## src/rtl/uart_tx_fifo.sv

```systemverilog
// ----------------------------------------------------------------------------
// uart_tx_fifo
// Transmit buffer and frame launcher between the APB register block and
// uart_core. Software pushes words into a DEPTH-entry FIFO. A small FSM pops
// one word at a time, pulses start_tx_o for one cycle and waits for
// tx_done_i before it launches the next frame.
//
// Optional feature macro: UART_TX_FIFO_THRESH_EN (adds thresh_i / thresh_irq_o)
//
// Ports:
//   clk, rst         single clock, synchronous active-high reset
//   wr_en_i          push request
//   wr_data_i        word to push
//   flush_i          discard every queued word (an in-flight frame continues)
//   clr_overflow_i   clear the sticky overflow flag
//   full_o, empty_o  registered occupancy flags
//   level_o          registered occupancy, 0..DEPTH
//   overflow_o       sticky: push attempted while full
//   busy_o           queue not empty or frame in flight
//   tx_data_o        word under transmission, held from launch until done
//   start_tx_o       one-cycle launch pulse per frame
//   tx_done_i        frame-complete strobe from uart_core
//   thresh_i         low-water threshold            (macro only)
//   thresh_irq_o     registered level_o <= thresh_i (macro only)
// ----------------------------------------------------------------------------
module uart_tx_fifo #(
  parameter int DEPTH  = 16,
  parameter int DATA_W = 32
) (
  input  logic                     clk,
  input  logic                     rst,
  input  logic                     wr_en_i,
  input  logic [DATA_W-1:0]        wr_data_i,
  input  logic                     flush_i,
  input  logic                     clr_overflow_i,
  output logic                     full_o,
  output logic                     empty_o,
  output logic [$clog2(DEPTH):0]   level_o,
  output logic                     overflow_o,
  output logic                     busy_o,
  output logic [DATA_W-1:0]        tx_data_o,
  output logic                     start_tx_o,
  input  logic                     tx_done_i
`ifdef UART_TX_FIFO_THRESH_EN
  ,
  input  logic [$clog2(DEPTH):0]   thresh_i,
  output logic                     thresh_irq_o
`endif
);

  localparam int AW = $clog2(DEPTH);

  typedef enum logic [1:0] {
    ST_IDLE  = 2'd0,
    ST_START = 2'd1,
    ST_WAIT  = 2'd2
  } state_t;

  logic [DATA_W-1:0] mem_r [DEPTH];
  logic [AW:0]       wr_ptr_r;
  logic [AW:0]       rd_ptr_r;
  logic [AW:0]       wr_ptr_s;
  logic [AW:0]       rd_ptr_s;
  logic [AW:0]       level_r;
  logic [AW:0]       level_s;
  logic              full_r;
  logic              full_s;
  logic              empty_r;
  logic              empty_s;
  logic              overflow_r;
  logic              overflow_s;
  logic              push_s;
  logic              pop_s;
  logic [DATA_W-1:0] tx_data_r;
  state_t            state_r;
  state_t            state_s;
  logic              start_tx_s;
  logic              busy_s;

  // Qualify push and pop; flush suppresses both so the pointer move below is exact.
  always_comb begin
    push_s = wr_en_i && !full_r && !flush_i;
    pop_s  = (state_r == ST_IDLE) && !empty_r && !flush_i;
  end

  // Next pointer values and the occupancy flags derived from them.
  always_comb begin
    wr_ptr_s = wr_ptr_r;
    rd_ptr_s = rd_ptr_r;
    if (flush_i) begin
      // Write pointer cannot move during a flush, so aligning read to it empties the queue.
      rd_ptr_s = wr_ptr_r;
    end else begin
      if (push_s) begin
        wr_ptr_s = wr_ptr_r + {{AW{1'b0}}, 1'b1};
      end else begin
        wr_ptr_s = wr_ptr_r;
      end
      if (pop_s) begin
        rd_ptr_s = rd_ptr_r + {{AW{1'b0}}, 1'b1};
      end else begin
        rd_ptr_s = rd_ptr_r;
      end
    end
    level_s = wr_ptr_s - rd_ptr_s;
    full_s  = (wr_ptr_s[AW] != rd_ptr_s[AW]) && (wr_ptr_s[AW-1:0] == rd_ptr_s[AW-1:0]);
    empty_s = (wr_ptr_s == rd_ptr_s);
  end

  // Sticky overflow: a rejected push while full wins over a same-cycle clear.
  always_comb begin
    if (wr_en_i && full_r && !flush_i) begin
      overflow_s = 1'b1;
    end else if (clr_overflow_i) begin
      overflow_s = 1'b0;
    end else begin
      overflow_s = overflow_r;
    end
  end

  // Pointer, flag and overflow registers.
  always_ff @(posedge clk) begin
    if (rst) begin
      wr_ptr_r   <= {(AW+1){1'b0}};
      rd_ptr_r   <= {(AW+1){1'b0}};
      level_r    <= {(AW+1){1'b0}};
      full_r     <= 1'b0;
      empty_r    <= 1'b1;
      overflow_r <= 1'b0;
    end else begin
      wr_ptr_r   <= wr_ptr_s;
      rd_ptr_r   <= rd_ptr_s;
      level_r    <= level_s;
      full_r     <= full_s;
      empty_r    <= empty_s;
      overflow_r <= overflow_s;
    end
  end

  // Storage array write port; contents need no reset because pointers gate every read.
  always_ff @(posedge clk) begin
    if (push_s) begin
      mem_r[wr_ptr_r[AW-1:0]] <= wr_data_i;
    end
  end

  // Launch data register: loaded on pop and held through START and WAIT (flush leaves it alone).
  always_ff @(posedge clk) begin
    if (rst) begin
      tx_data_r <= {DATA_W{1'b0}};
    end else if (pop_s) begin
      tx_data_r <= mem_r[rd_ptr_r[AW-1:0]];
    end
  end

  // FSM state register.
  always_ff @(posedge clk) begin
    if (rst) begin
      state_r <= ST_IDLE;
    end else begin
      state_r <= state_s;
    end
  end

  // FSM next-state logic; tx_done_i only matters in ST_WAIT.
  always_comb begin
    state_s = state_r;
    case (state_r)
      ST_IDLE: begin
        if (pop_s) begin
          state_s = ST_START;
        end else begin
          state_s = ST_IDLE;
        end
      end
      ST_START: begin
        state_s = ST_WAIT;
      end
      ST_WAIT: begin
        if (tx_done_i) begin
          state_s = ST_IDLE;
        end else begin
          state_s = ST_WAIT;
        end
      end
      default: begin
        state_s = ST_IDLE;
      end
    endcase
  end

  // FSM outputs, decoded purely from registered state.
  always_comb begin
    start_tx_s = (state_r == ST_START);
    busy_s     = (state_r != ST_IDLE) || !empty_r;
  end

  assign full_o     = full_r;
  assign empty_o    = empty_r;
  assign level_o    = level_r;
  assign overflow_o = overflow_r;
  assign tx_data_o  = tx_data_r;
  assign start_tx_o = start_tx_s;
  assign busy_o     = busy_s;

`ifdef UART_TX_FIFO_THRESH_EN
  logic thresh_irq_r;

  // Low-water flag, one cycle behind level_o; reset value matches an empty FIFO.
  always_ff @(posedge clk) begin
    if (rst) begin
      thresh_irq_r <= 1'b1;
    end else begin
      thresh_irq_r <= (level_r <= thresh_i);
    end
  end

  assign thresh_irq_o = thresh_irq_r;
`endif

endmodule

```

## config.mk

```make
export PLATFORM = sky130hd
export DESIGN_NAME = uart_tx_fifo
export DESIGN_NICKNAME = d
export VERILOG_FILES = /design/src/rtl/uart_tx_fifo.sv
export SDC_FILE = /design/constraint.sdc
export NUM_CORES = 1
export LEC_CHECK = 0
export ABC_AREA = 1
export BUFFER_PORTS_ARGS = -buffer_cell sky130_fd_sc_hd__buf_2
export CAP_MARGIN = 20
export CORE_MARGIN = 5
export CORE_UTILIZATION = 25
export CTS_CLUSTER_DIAMETER = 40
export DETAILED_ROUTE_END_ITERATION = 10
export SLEW_MARGIN = 5
export SYNTH_ARGS = -nofsm -noshare
export SYNTH_HDL_FRONTEND = slang
export SYNTH_SLANG_ARGS = --single-unit
```

## constraint.sdc

```tcl
create_clock -name clk -period 5.9 [get_ports clk]
set_input_delay 1.77 -clock clk [delete_from_list [all_inputs] [get_ports clk]]
set_output_delay 1.77 -clock clk [all_outputs]
set_load 0.05 [all_outputs]
```

# --- After elaboration in Yosys (flattened, before gate mapping) ---
# Memory sizes are Yosys's and may differ from the RTL's. A register that Yosys moved wholly into a read port is not among the register bits.
# Index checks and enable logic that the tools add are counted.
totals:
  reg_bits: 20
  n_memories: 1
  out_inout_bits: 42
  elab_cells: 41
  ram_bits: 512
  inputBits: 38
classes:
  muxes: 11
  eq_ne: 5
  n_addsub: 3
  n_reduce_logical: 14
mem_list:
  columns: ["name", "words", "word_bits", "read_ports", "rd_clocked_by_memory_dff", "wr", "line_no", "source"]
  rows:
  - ["mem_r", 16, 32, 1, 1, 1, "59", "logic [DATA_W-1:0] mem_r [DEPTH];"]
op_table:
  columns: ["op", "n"]
  rows:
  - ["5-bit 2-to-1 mux", 4]
  - ["5-bit by 1-bit adder with 5-bit output (second input constant)", 2]
  - ["1-bit logical AND", 7]
  - ["2-bit one-hot mux with 3 select lines", 1]
  - ["5-bit == test", 1]
  - ["1-bit 2-to-1 mux", 5]
  - ["5-bit subtractor", 1]
  - ["4-bit == test", 1]
  - ["2-bit nonzero test", 2]
  - ["1-bit logical NOT", 3]
  - ["2-bit by 1-bit == test with 1-bit output (second input constant)", 1]
  - ["2-bit == test (second input constant)", 1]
  - ["2-bit logical NOT", 1]
  - ["2-bit 2-to-1 mux", 1]
  - ["1-bit logical OR", 1]
  - ["1-bit inequality test", 1]

# --- Logic depth before layout (Yosys ltp) ---
# Gate-level depths: netlist (run 1).
logic_depth:
  ltp_word: 7
  depth_mapped: 14
  ltp_nobuf: 14

# --- Worst setup path before layout (run 1) ---
# Ideal clock, no wire load.
synth_timing:
  path_type: "in2reg"
  from: "in flush_i"
  to: "mem mem_r[0][0] (enable)"
  required_ns: 5.479
  setup_ns: 0.421
  t_arrival_ns: 3.590
  setup_slack_ns: 1.889
  cell_stages: 5
  cell_sequence: "inv_2 nand2_1 inv_2 nand2_1 nor2_1"
synth_via:
  elab_chain_cells: 4
synth_rtl:
  columns: ["element", "line_no", "source"]
  rows:
  - ["start: declaration", "34", "input logic flush_i,"]
  - ["1-bit logical NOT", "82", "push_s = wr_en_i && !full_r && !flush_i;"]
  - ["1-bit logical AND", "82", null]
  - ["1-bit 2-to-1 mux", "142", "if (push_s) begin"]
  - ["1-bit 2-to-1 mux (implied by the code)", "143", "mem_r[wr_ptr_r[AW-1:0]] <= wr_data_i;"]
  - ["end: declaration", "59", null]
# Every way passes these cells.

==> flow_metrics.py, run 1 <==
metrics = {
    "hold_path": {
        "min_from": "overflow_o",
        "whs_endpoint": "overflow_o",
        "hold_path_depth": 2,
        "hold_class": "flip-flop to flip-flop",
    },
    "placement": {
        "pre_cts_ws_ns": 1.84,
        "dp_cells": 2915,
        "io_buffers": 79,
        "dp_hpwl_mm": 33.0,
        "gp_congestion": 0.779,
    },
    "global_routing": {
        "grt_start_max_net_pins": 96,
        "grt_pass1_vias": 13788,
        "grt_pass1_wl_mm": 85.7,
        "antenna_found_initial": 9,
        "track_usage_pct": 11.7,
        "grt_overflow": 0,
    },
    "die": {
        "die_x_um": 307,
        "io_pins": 80,
        "num_rows": 109,
        "die_area_um2": 94400,
        "placeableCoreArea_um2": 88100,
        "die_y_um": 307,
        "start_util_pct": 25.1,
    },
    "clock_network": {
        "clock_latency_ns": 0.60,
        "cts_tree": "yes",
        "clock_path_buffers": 3,
        "clk_pin_slew_ns": 0.05,
        "h-tree-depth": 3,
        "cts-root-buf": "clkbuf_16",
        "cts_resized": 0,
        "ctsHoldBuffers": 0,
        "cts.sinks": 564,
        "post_cts_buffers": 0,
        "cts_buffers": 73,
    },
    "sta": {
        "rsz0062_at_grt": "no",
        "drv_slew": 0,
        "post-route-worst-setup-slack_ns": 2.18,
        "slew-limit-headroom_pct": 29.2,
        "min_period_ns": 3.72,
        "setup-tns-final_ns": 0,
        "worstMarginPinSlew_ns": 1.06,
        "fin_skew_ns": 0.0213,
        "hold_viol_final": 0,
        "setup_violations": 0,
        "period_share_pct": 63.0,
        "fmax_ghz": 0.269,
    },
    "cells_and_area": {
        "fin_util_pct": 29.9,
        "multi_input_area_um2": 5090,
        "ff_latch_area_um2": 16400,
        "final_nets": 1875,
        "fillers": 8807,
        "final_layout_size_suffix_gt1_share_pct": 13.2,
        "layout.cells.non_filler": 3056,
        "area_growth_pct": 19.4,
    },
    "power": {
        "switchingPower_mw": 2.35,
        "combPwrFrac_pct": 7.8,
        "seqPwrFrac_pct": 46.7,
        "power.internal_mw": 7.22,
        "ir_drop_uv": 242,
        "powerDensity_nw_per_um2": 363,
        "power_leakage_nw": 8.85,
        "p_sw_share_pct": 24.5,
        "pwr-share-clk_pct": 45.5,
    },
    "job": {
        "drv_cap": 0,
    },
    "run_status": {
        "outcome": "complete, no violations",
    },
    "logic_synthesis": {
        "ys.flop_type": "edfxtp_1",
        "avgSynthCellArea_um2": 12.6,
        "ys_types": 32,
        "yosys-top-cells-area": "edfxtp_1 (70%), o21ai_0 (5.3%), nor2_1 (5.2%)",
        "syn_nets": 1805,
        "yosysTopAreaCellShare_pct": 69.6,
        "synthArstFlopShare_pct": 0,
        "synth_edf_count": 512,
        "synthCells": 1757,
        "synthTopCellsByCount": "edfxtp_1 (512), nor2_1 (307), o21ai_0 (233)",
        "syn_area_um2": 22100,
        "synth_top_area_cell": "edfxtp_1",
        "ys_seq_area_share_pct": 74.3,
        "yosys_warnings": 0,
        "ys_ff_latch": 564,
        "synth.most_common_cell": "edfxtp_1",
    },
    "routing": {
        "vias": 14157,
        "initialDrtViolationCount": 1299,
        "routed_wl_mm": 57.0,
        "post_drt_wl_per_cell_um": 18.7,
        "firstDrtPassIters": 5,
        "drc": 0,
        "drtAntennaViolNets": 0,
        "viasPerCell": 4.63,
    },
    "setup_path": {
        "r2r-start": "rd_ptr_r[1]",
        "crit_type": "flip-flop to flip-flop",
        "cp_slowest_stage_delay_ns": 1.06,
        "cp.required_ns": 6.36,
        "slowest_stage": "clkinv_2",
        "r2r_end": "tx_data_o[22]",
        "reg2reg_depth": 6,
        "crit_path_end_kind": "flip-flop",
        "worst-path-max-fanout": 78,
        "r2r_slack_ns": 2.18,
        "cp-start-kind": "flip-flop",
        "crit_arrival_ns": 4.18,
        "worstPathCellList": "clkinv_2 > buf_4 > o21ai_0 > o22ai_1 > o211ai_1 > a21oi_1",
    },
}
[flip-flops by register name, summed over array words and instances, names as in the netlist]
signal      count
state_r         2
full_o          1
mem_r         512
tx_data_o      32
empty_o         1
rd_ptr_r        5
level_o         5
wr_ptr_r        5
overflow_o      1
[worst max-delay path, delay by kind of cell, from the launching register on]
family	cells	cell delay, ns
flip-flops	1	0.98
buffers and inverters	2	1.75
AO/OA/AOI/OAI	4	0.74
[power groups by stage]
stage | sequential (mW) | clock [mW] | combinational [mW]
floorplan | 4.63 | 0 | 0.416
global placement | 4.56 | 0 | 0.721
detailed placement | 4.56 | 0 | 0.746
CTS | 4.47 | 4.42 | 0.750
global route | 4.48 | 4.61 | 0.821
finish | 4.47 | 4.35 | 0.744
[worst max path at each step]
stage,start,to
global route,rd_ptr_r[1],tx_data_o[15]
detailed placement,flush_i,mem_r[12][16]
floorplan,flush_i,mem_r[0][0]
finish,rd_ptr_r[1],tx_data_o[22]
global placement,flush_i,mem_r[4][28]
CTS,rd_ptr_r[1],tx_data_o[22]
[per-stage QoR]
step                instance area [um2]  total power [mW]  hold slack (ns)
floorplan                         22100              5.04            0.536
global placement                  23600              5.28            0.456
detailed placement                23900              5.30            0.482
CTS                               26300              9.65            0.489
global route                      26400              9.91            0.522
finish                            26400              9.57            0.482
[layout make-up]
type / count / share of cell area [%]
inverter: 32 / 0.479
tap: 1165 / 5.53
multi-input combinational: 1050 / 19.3
sequential: 564 / 62.3
timing repair buffer: 106 / 3.12
antenna: 4 / 0.0380
clock inverter: 45 / 1.74
clock buffer: 90 / 7.49
[logic make-up (layout without fill, tap and decap cells)]
kind of cell | after synthesis | after routing | share of synthesized area (%)
xor+xnor | 4 | 4 | 0.159
fa+ha+maj | 10 | 10 | 0.600
simple gates | 635 | 635 | 11.5
flops | 564 | 564 | 74.3
other cells | 0 | 4 | 0
compound gates | 401 | 401 | 10.2
buf+inv | 143 | 273 | 3.18
[cells in the final DEF (no fill, tap or decap), types with 2 or more instances in the layout]
cell	count
o21ai_0	233
clkinv_4	8
nor3_1	2
a21oi_1	70
xor2_1	4
inv_1	25
o211ai_1	26
dfxtp_4	2
nand4_1	2
bufinv_16	4
diode_2	4
nor2_1	291
clkbuf_8	2
buf_4	15
inv_6	8
inv_16	2
dfxtp_1	49
clkbuf_16	76
nand3_1	107
clkinv_1	9
ha_1	9
buf_16	10
nand2_1	212
nor2_4	16
o221ai_1	38
buf_2	79
clkinvlp_4	6
o21ai_1	6
clkbuf_1	12
buf_12	2
inv_8	5
o22ai_1	24
inv_2	5
edfxtp_1	512
clkinv_2	4
[layer usage]
layer  vias to the layer above  wire length (um)  GRT usage, %
li1                       6561                 -             -
met1                      7056             24500          15.7
met2                       453             27100          19.0
met3                        79              4360          3.12
met4                         8               965          2.68
met5                         -                48             0
No activity file was read; power rests on OpenSTA's default activity.
==> run 2, diff against run 1 <==
==> constraint.sdc (replaced) <==
create_clock -name clk -period 3.5 [get_ports clk]
set_input_delay 1.05 -clock clk [delete_from_list [all_inputs] [get_ports clk]]
set_output_delay 1.05 -clock clk [all_outputs]
set_load 0.05 [all_outputs]
==> run 2 against run 1 <==
Against the previous run: register-to-register slack worse by 1.1 ns; clock skew down 0.0056 ns; first-iteration DRC count up 4.4%; critical endpoint is now busy_o; largest power group is now clock.
==> flow_metrics.py, run 2 (synthesis results as in run 1) <==
metrics = {
    "global_routing": {
        "grt_start_max_net_pins": 257,
        "grt_overflow": 0,
        "grt_pass1_vias": 14184,
        "track_usage_pct": 12.2,
        "grt_pass1_wl_mm": 89.1,
        "antenna_found_initial": 9,
    },
    "routing": {
        "routed_wl_mm": 59.6,
        "drtAntennaViolNets": 0,
        "post_drt_wl_per_cell_um": 19.3,
        "initialDrtViolationCount": 1356,
        "viasPerCell": 4.62,
        "firstDrtPassIters": 5,
        "vias": 14301,
        "drc": 0,
    },
    "sta": {
        "hold_viol_final": 0,
        "worstMarginPinSlew_ns": 1.20,
        "setup-tns-final_ns": 0,
        "period_share_pct": 73.1,
        "fmax_ghz": 0.391,
        "drv_slew": 0,
        "post-route-worst-setup-slack_ns": 0.940,
        "min_period_ns": 2.56,
        "fin_skew_ns": 0.0158,
        "rsz0062_at_grt": "no",
        "slew-limit-headroom_pct": 20.1,
        "setup_violations": 0,
        "hold_slack_ns": 0.480,
    },
    "power": {
        "power_leakage_nw": 9.19,
        "ir_drop_uv": 320,
        "powerDensity_nw_per_um2": 653,
    },
    "clock_network": {
        "clock_latency_ns": 0.63,
        "cts.sinks": 564,
        "post_cts_buffers": 0,
        "cts_buffers": 85,
        "cts-root-buf": "clkbuf_16",
        "cts_tree": "yes",
        "h-tree-depth": 3,
        "clk_pin_slew_ns": 0.05,
        "clock_path_buffers": 3,
        "ctsHoldBuffers": 0,
        "cts_resized": 0,
    },
    "hold_path": {
        "hold_path_depth": 2,
        "hold_class": "flip-flop to flip-flop",
    },
    "cells_and_area": {
        "final_layout_size_suffix_gt1_share_pct": 15.6,
        "area_growth_pct": 22.3,
        "fillers": 8734,
        "final_cell_mix": "edfxtp_1 (512), nor2_1 (291), o21ai_0 (233)",
        "final_common_cell": "edfxtp_1",
        "largest_reg_flops": 512,
        "ff_latch_area_um2": 16400,
        "final_nets": 1900,
        "multi_input_area_um2": 5090,
    },
    "job": {
        "drv_cap": 0,
    },
    "setup_path": {
        "cp-start-kind": "flip-flop",
        "cp.required_ns": 2.45,
        "crit_buf_inv": 1,
        "worstPathCellList": "nor2_2 > nand2_1 > buf_2",
        "crit_path_end_kind": "output port",
        "crit_arrival_ns": 1.51,
        "path_depth": 3,
        "worst-path-max-fanout": 5,
        "critPathTopFamily": "simple AND/OR/NAND/NOR gates",
        "cp_slowest_stage_delay_ns": 0.33,
        "reg2reg_depth": 10,
        "slowest_stage": "dfxtp_1",
        "crit_type": "flip-flop to output port",
    },
    "placement": {
        "gp_congestion": 0.791,
        "io_buffers": 79,
        "pre_cts_ws_ns": 0.504,
        "dp_hpwl_mm": 31.4,
    },
    "die": {
        "die_y_um": 307,
        "die_x_um": 307,
        "placeableCoreArea_um2": 88100,
        "die_area_um2": 94400,
        "io_pins": 80,
        "start_util_pct": 25.1,
        "num_rows": 109,
    },
    "run_status": {
        "outcome": "complete, no violations",
    },
}
[run 2: final cells by class]
| class | count | share of cell area [%] |
|---|---|---|
| Clock buffer | 94 | 8.15 |
| Multi-Input combinational cell | 1050 | 18.8 |
| Timing Repair Buffer | 119 | 3.18 |
| Sequential cell | 564 | 60.8 |
| Inverter | 32 | 0.468 |
| Clock inverter | 66 | 3.11 |
| Tap cell | 1165 | 5.40 |
| Antenna cell | 4 | 0.0371 |
[run 2: stage by stage]
step,cell area [um2],instances,power (mW),utilization [%]
floorplan,22100,1757,8.50,-
global placement,24000,2930,8.91,27.2
detailed placement,24000,2930,8.95,27.2
CTS,27000,3090,17.8,30.6
global route,27000,3091,18.3,30.6
finish,27000,3094,17.6,30.7
[run 2: worst register-to-register path, cell delays in order (launching register included)]
cell and delay, ns:
dfxtp_4 0.74, ha_1 0.32, nand3_1 0.10, xor2_1 0.15, o21ai_0 0.25, ha_1 0.33
a21oi_1 0.18, o21bai_1 0.10, nand3_1 0.09, nand2_1 0.05, nor2_1 0.08
[run 2: worst paths after layout]
check / to / slack, ns / from
min: overflow_o / 0.48 / overflow_o
max: busy_o / 0.94 / state_r[1]
min reg2reg: overflow_o / 0.48 / overflow_o
max reg2reg: level_o[4] / 1.05 / rd_ptr_r[1]
[run 2: where the power goes]
group | switching, mW | internal (mW) | total, mW | leakage, nW
sequential | 0.0651 | 7.45 | 7.51 | 5.04
combinational | 0.973 | 0.321 | 1.29 | 2.69
clock | 3.33 | 5.50 | 8.83 | 1.46
total | 4.37 | 13.3 | 17.6 | 9.19
[run 2: per-layer routing]
layer | part of all wire [%] | track usage [%]
met2 | 47 | 19.7
met1 | 43 | 16.3
met5 | 0.039 | 0
met3 | 8.1 | 3.24
met4 | 1.8 | 3.75
